<file path="config.mk">
export PLATFORM = sky130hd
export DESIGN_NAME = instr_encoder
export DESIGN_NICKNAME = d
export VERILOG_FILES = /design/src/rtl/instr_encoder.sv
export SDC_FILE = /design/constraint.sdc
export NUM_CORES = 1
export LEC_CHECK = 0
export ABC_AREA = 1
export BUFFER_PORTS_ARGS = -buffer_cell sky130_fd_sc_hd__buf_2
export CORE_MARGIN = 2
export CORE_UTILIZATION = 40
export DETAILED_ROUTE_END_ITERATION = 8
export SLEW_MARGIN = 30
export SYNTH_ARGS = -nofsm -noshare
export SYNTH_HDL_FRONTEND = slang
export SYNTH_SLANG_ARGS = --single-unit
</file>
<file path="constraint.sdc">
create_clock -name clk -period 3.7 [get_ports clk]
set_clock_uncertainty 0.15 [all_clocks]
set_input_delay 0.74 -clock clk [delete_from_list [all_inputs] [get_ports clk]]
set_output_delay 0.74 -clock clk [all_outputs]
set_load 0.005 [all_outputs]
</file>
<file path="src/rtl/instr_encoder.sv">
`default_nettype none
// ============================================================================
//  Module   : instr_encoder
//  Purpose  : Builds RV32 instruction words from field descriptors, flags
//             immediates that do not fit their format, and queues the words
//             behind a valid/ready interface with emit/error counters.
//  Revision : 1.0  initial release
// ============================================================================
module instr_encoder #(
  parameter int XLEN  = 32,
  parameter int DEPTH = 2
) (
  input  logic            clk,
  input  logic            reset_n,
  input  logic            flush_i,
  input  logic            req_v_i,
  output logic            req_rdy_o,
  input  logic [2:0]      fmt_i,
  input  logic [6:0]      opcode_i,
  input  logic [2:0]      funct3_i,
  input  logic [6:0]      funct7_i,
  input  logic [4:0]      rd_i,
  input  logic [4:0]      rs1_i,
  input  logic [4:0]      rs2_i,
  input  logic [XLEN-1:0] imm_i,
  output logic            instr_v_o,
  input  logic            instr_rdy_i,
  output logic [XLEN-1:0] instr_o,
  output logic            err_o,
  output logic [15:0]     instr_cnt_o,
  output logic [7:0]      err_cnt_o
);

  localparam int PTR_W = (DEPTH > 1) ? $clog2(DEPTH) : 1;
  localparam int CNT_W = PTR_W + 1;

  localparam logic [2:0] FMT_R = 3'd0;
  localparam logic [2:0] FMT_I = 3'd1;
  localparam logic [2:0] FMT_S = 3'd2;
  localparam logic [2:0] FMT_B = 3'd3;
  localparam logic [2:0] FMT_U = 3'd4;
  localparam logic [2:0] FMT_J = 3'd5;

  // Queue entry: {err, word}
  logic [XLEN:0]      mem_q [DEPTH];
  logic [XLEN:0]      mem_d [DEPTH];
  logic [PTR_W-1:0]   wr_ptr_q, wr_ptr_d;
  logic [PTR_W-1:0]   rd_ptr_q, rd_ptr_d;
  logic [CNT_W-1:0]   count_q, count_d;
  logic [15:0]        instr_cnt_q, instr_cnt_d;
  logic [7:0]         err_cnt_q, err_cnt_d;

  logic [XLEN-1:0]    enc_word;
  logic               enc_legal;
  logic               imm_fits12;
  logic               imm_fits13;
  logic               imm_fits21;
  logic               full;
  logic               push;
  logic               pop;

  // Signed-range checks: every bit above the format's sign bit must match it
  assign imm_fits12 = (imm_i[XLEN-1:11] == '0) || (imm_i[XLEN-1:11] == '1);
  assign imm_fits13 = (imm_i[XLEN-1:12] == '0) || (imm_i[XLEN-1:12] == '1);
  assign imm_fits21 = (imm_i[XLEN-1:20] == '0) || (imm_i[XLEN-1:20] == '1);

  // Field packing and legality; illegal descriptors encode as an all-zero word
  always_comb begin
    enc_word  = '0;
    enc_legal = 1'b1;
    case (fmt_i)
      FMT_R: enc_word[31:0] = {funct7_i, rs2_i, rs1_i, funct3_i, rd_i, opcode_i};
      FMT_I: begin
        enc_word[31:0] = {imm_i[11:0], rs1_i, funct3_i, rd_i, opcode_i};
        enc_legal      = imm_fits12;
      end
      FMT_S: begin
        enc_word[31:0] = {imm_i[11:5], rs2_i, rs1_i, funct3_i, imm_i[4:0], opcode_i};
        enc_legal      = imm_fits12;
      end
      FMT_B: begin
        enc_word[31:0] = {imm_i[12], imm_i[10:5], rs2_i, rs1_i, funct3_i,
                          imm_i[4:1], imm_i[11], opcode_i};
        enc_legal      = imm_fits13 && !imm_i[0];
      end
      FMT_U: begin
        enc_word[31:0] = {imm_i[31:12], rd_i, opcode_i};
        enc_legal      = (imm_i[11:0] == 12'd0);
      end
      FMT_J: begin
        enc_word[31:0] = {imm_i[20], imm_i[10:1], imm_i[11], imm_i[19:12], rd_i, opcode_i};
        enc_legal      = imm_fits21 && !imm_i[0];
      end
      default: enc_legal = 1'b0;
    endcase
    if (!enc_legal) begin
      enc_word = '0;
    end
  end

  // Handshake: ready ignores a same-cycle pop; flush blocks both sides
  assign full      = (count_q == CNT_W'(DEPTH));
  assign req_rdy_o = !full && !flush_i;
  assign instr_v_o = (count_q != '0);
  assign push      = req_v_i && req_rdy_o;
  assign pop       = instr_v_o && instr_rdy_i && !flush_i;

  assign instr_o     = mem_q[rd_ptr_q][XLEN-1:0];
  assign err_o       = mem_q[rd_ptr_q][XLEN];
  assign instr_cnt_o = instr_cnt_q;
  assign err_cnt_o   = err_cnt_q;

  // Next-state for queue storage, pointers, occupancy and counters
  always_comb begin
    for (int i = 0; i < DEPTH; i++) begin
      mem_d[i] = mem_q[i];
    end
    wr_ptr_d    = wr_ptr_q;
    rd_ptr_d    = rd_ptr_q;
    count_d     = count_q;
    instr_cnt_d = instr_cnt_q;
    err_cnt_d   = err_cnt_q;

    if (flush_i) begin
      wr_ptr_d = '0;
      rd_ptr_d = '0;
      count_d  = '0;
    end else begin
      if (push) begin
        mem_d[wr_ptr_q] = {!enc_legal, enc_word};
        wr_ptr_d        = wr_ptr_q + PTR_W'(1);
        if (!enc_legal && (err_cnt_q != 8'hFF)) begin
          err_cnt_d = err_cnt_q + 8'd1;
        end
      end
      if (pop) begin
        rd_ptr_d    = rd_ptr_q + PTR_W'(1);
        instr_cnt_d = instr_cnt_q + 16'd1;
      end
      if (push && !pop) begin
        count_d = count_q + CNT_W'(1);
      end else if (pop && !push) begin
        count_d = count_q - CNT_W'(1);
      end
    end
  end

  // State registers; asynchronous reset drops all queued entries and counts
  always_ff @(posedge clk or negedge reset_n) begin
    if (!reset_n) begin
      for (int i = 0; i < DEPTH; i++) begin
        mem_q[i] <= '0;
      end
      wr_ptr_q    <= '0;
      rd_ptr_q    <= '0;
      count_q     <= '0;
      instr_cnt_q <= '0;
      err_cnt_q   <= '0;
    end else begin
      for (int i = 0; i < DEPTH; i++) begin
        mem_q[i] <= mem_d[i];
      end
      wr_ptr_q    <= wr_ptr_d;
      rd_ptr_q    <= rd_ptr_d;
      count_q     <= count_d;
      instr_cnt_q <= instr_cnt_d;
      err_cnt_q   <= err_cnt_d;
    end
  end

endmodule
`default_nettype wire
</file>
==> results by group <==
Pwr
  – Switch share: 0.346
  – Tot Pwr: 2980 uW
  – Sequential power share: 0.445
  – Pint: 1950 uW
  – Logic pwr share: 0.253
  – Clock share of power: 0.303
  – Total net switching power: 1030 uW
  – PD cells: 477 nW/um^2
  – P_leak: 0.00334 uW
  – VDD IR max: 251 uV

Floorplanning
  – Core area: 12,700 um^2
  – Die W: 118 um
  – # rows: 41
  – Starting Density: 0.412
  – Chip Height: 118 um
  – Total die area: 14,000 um^2
  – # IOs: 131

Worst setup path
  – Worst-path cell chain: clkinv_1 -> buf_4 -> nand2_1 -> nand2_1 -> buf_2
  – Critical path arrival: 1.92 ns
  – R2r setup slk: 1.38 ns
  – CP Launch Type: flop
  – Slowest-stage cell, CP: clkinv_1
  – Cell mode on critical path: nand2_1
  – Levels on crit path: 5
  – Critical path type: flop to output pin
  – Worst setup endpoint: instr_o[9]
  – Worst R2R Start: count_q[1]
  – Buf+Inv Stages, Crit Path: 3
  – Reg2reg end: mem_q[25]
  – CP startpoint: rd_ptr_q
  – Crit end category: output pin
  – Worst reg-to-reg path cell count: 7
  – WP data required: 2.81 ns
  – Top delay family on crit path: buffers and inverters
  – Maximum fanout along the worst path: 19
  – CP peak stage delay: 0.49 ns

Layout
  – Multi-input gate area: 2550 um^2
  – FF+latch area: 2350 um^2
  – Final Util: 0.494
  – Share of layout cells above drive strength 1: 0.214
  – # nets final: 906
  – Area Growth Syn to Fin: 19.9%
  – Diode count: 0
  – FILL cells: 1,347

CTS
  – Hold buffer count at cts: 0
  – CTS clk-pin slew, worst paths: 0.07 ns
  – Setup bufs post-CTS: 0
  – TritonCTS clock tree: built
  – # H-tree levels: 3
  – Clock sinks: 94
  – Root Buffer: clkbuf_16
  – Clock Path Buffers: 2
  – Num CTS Buffers: 9
  – Worst skew pair latency: 0.35 ns
  – Post_cts resized: 0

Run status
  – Outcome: finished clean

Route
  – DRC viols: 0
  – Vias per cell: 4.93
  – Final wirelength: 14.1 mm
  – Via count: 4,974
  – Initial DRC Count: 451
  – DR WL/cell: 14.0 um
  – Detailed-router iteration count before antenna repair: 5
  – Detail Route Antenna Nets: 0

Yosys
  – Synth Flop Type: dfrtp_1
  – Ys async rst share: 1.00
  – Yosys top cell area share: 0.451
  – Post-Syn Area per Cell: 7.32 um^2
  – Synth area leaders: dfrtp_1 45%, nand2_1 24%, o21ai_1 5.9%
  – Synth cell types: 36
  – Synthesis warning total: 0
  – Yosys reg bits: 94
  – Cell taking the most area after synthesis: dfrtp_1
  – Combined area of all synthesized cells: 5220 um^2
  – Post-synth EDFFs: 0
  – List of most frequent post-synthesis cells: 334 x nand2_1, 94 x dfrtp_1, 62 x o21ai_1, 39 x nor2_1, 37 x inv_1
  – Sequential-to-total area share from yosys stat: 0.451
  – Post-synthesis cell count: 713
  – Most common cell in the synthesized netlist: nand2_1
  – Post-Syn Nets: 787

Min path
  – Hold Path Class: input pin to asynchronous set/reset pin

Global route
  – GRT Util Overall: 0.211
  – GRT overflow: 0
  – Largest net degree at the start of global routing: 68
  – Initial antenna violation count: 0
  – Vias in the first global route: 4,896
  – First-pass GRT wire length: 23.9 mm

STA
  – Relative slew slack: 0.524
  – Setup TNS: 0 ns
  – Hold Vio Cnt, Final: 0
  – Slew of the pin with the lowest slew margin: 0.715 ns
  – Final Setup Violations: 0
  – Final Max Tran Viols: 0
  – Fmax: 355 MHz
  – Setup ws final: 0.886 ns
  – Unrepaired setup endpoints after global routing: false
  – Final worst-path cycle share: 0.760
  – Final Critical Period: 2.81 ns

Place
  – GPL Wtd Cong: 0.964
  – Post-DP HPWL: 10.6 mm
  – Pre-CTS setup slack: 0.926 ns
  – I/O Buffers: 130

Job
  – Number of max-cap violations: 0
==> how the worst min path moves through the flow <==
stage / to / slack, ns / cells after the start
6_report: mem_q[30] / 0.14 / 1
5_1_grt: mem_q[29] / 0.17 / 1
4_1_cts: mem_q[30] / 0.16 / 1
3_5_place_dp: mem_q[3] / 0.33 / 2
3_3_place_gp: mem_q[65] / 0.32 / 2
2_1_floorplan: count_q[0] / 0.29 / 0
==> layout make-up <==
class	instances	share of cell area
clock buffers	9	0.0360
clock inverters	7	0.0102
inverters	43	0.0258
multi-input cells	549	0.407
flip-flops and latches	94	0.376
well taps	172	0.0344
repair buffers	135	0.110
==> worst reg2reg max path, cell delays in order, from the launching register on <==
cell	delay, ns
dfrtp_1	0.42
a21oi_1	0.23
nand2_1	0.14
inv_1	0.37
nand2_2	0.29
buf_4	0.39
nand2_1	0.14
o21ai_1	0.07
==> through the flow <==
stage | hold slack (ns) | area (um^2) | instances
3_5_place_dp | 0.328 | 5970 | 993
6_report | 0.139 | 6250 | 1009
2_1_floorplan | 0.294 | 5220 | 713
4_1_cts | 0.158 | 6250 | 1009
3_3_place_gp | 0.317 | 5960 | 993
5_1_grt | 0.175 | 6250 | 1009
==> registers in the layout (all words and copies together) (netlist names) <==
name / count
count_q: 2
instr_cnt_o: 16
err_cnt_o: 8
rd_ptr_q: 1
mem_q: 66
wr_ptr_q: 1
==> cell usage in the layout, fill, tap and decap left out <==
cell / instances
nor2_1: 39
nand3b_1: 2
o21ai_0: 17
o221ai_1: 5
ha_1: 2
o22ai_1: 1
nand3_1: 13
a21oi_2: 1
nor3b_2: 1
or2_4: 1
nor2_8: 1
nand4_2: 1
inv_8: 1
clkbuf_16: 9
xor2_1: 15
nor4_1: 2
a21oi_1: 6
clkinv_4: 2
dfrtp_1: 94
nor2_2: 3
nand3_2: 1
inv_6: 4
inv_2: 5
nor2_4: 2
nand2_2: 6
nor3_1: 6
nand2_1: 333
nor4_4: 1
nand2_4: 4
clkinv_1: 1
o21ai_2: 1
xnor2_1: 7
o211ai_1: 4
o311ai_0: 1
buf_2: 129
o21ai_1: 62
nand4_1: 11
buf_4: 6
inv_1: 37
==> power groups by stage <==
| stage | Sequential (uW) | Clock [uW] | Combinational, uW |
|---|---|---|---|
| after global placement | 1340 | 0 | 749 |
| after CTS | 1330 | 925 | 765 |
| final | 1330 | 903 | 754 |
| after global routing | 1360 | 966 | 859 |
| after detailed placement | 1350 | 0 | 762 |
| after floorplan | 1320 | 0 | 480 |
==> metal layers <==
metal | global-route usage | vias up | share of wire
li1 | - | 2505 | -
met1 | 0.285 | 2303 | 0.46
met2 | 0.341 | 146 | 0.47
met3 | 0.0333 | 20 | 0.050
met4 | 0.0821 | 0 | 0.020
met5 | 0 | - | 0
==> cell families (layout without fill, tap and decap cells) <==
logic type / count (synthesis) / in the layout / share of synthesized area
xor gates and xnor gates: 22 / 22 / 0.0369
AOI/OAI and AO/OA: 98 / 98 / 0.102
adders and majority gates: 2 / 2 / 0.00479
DFF: 94 / 94 / 0.451
and+or+nand+nor: 427 / 427 / 0.343
buffers and inverters: 70 / 194 / 0.0623
No activity file was read; power rests on OpenSTA's default activity.
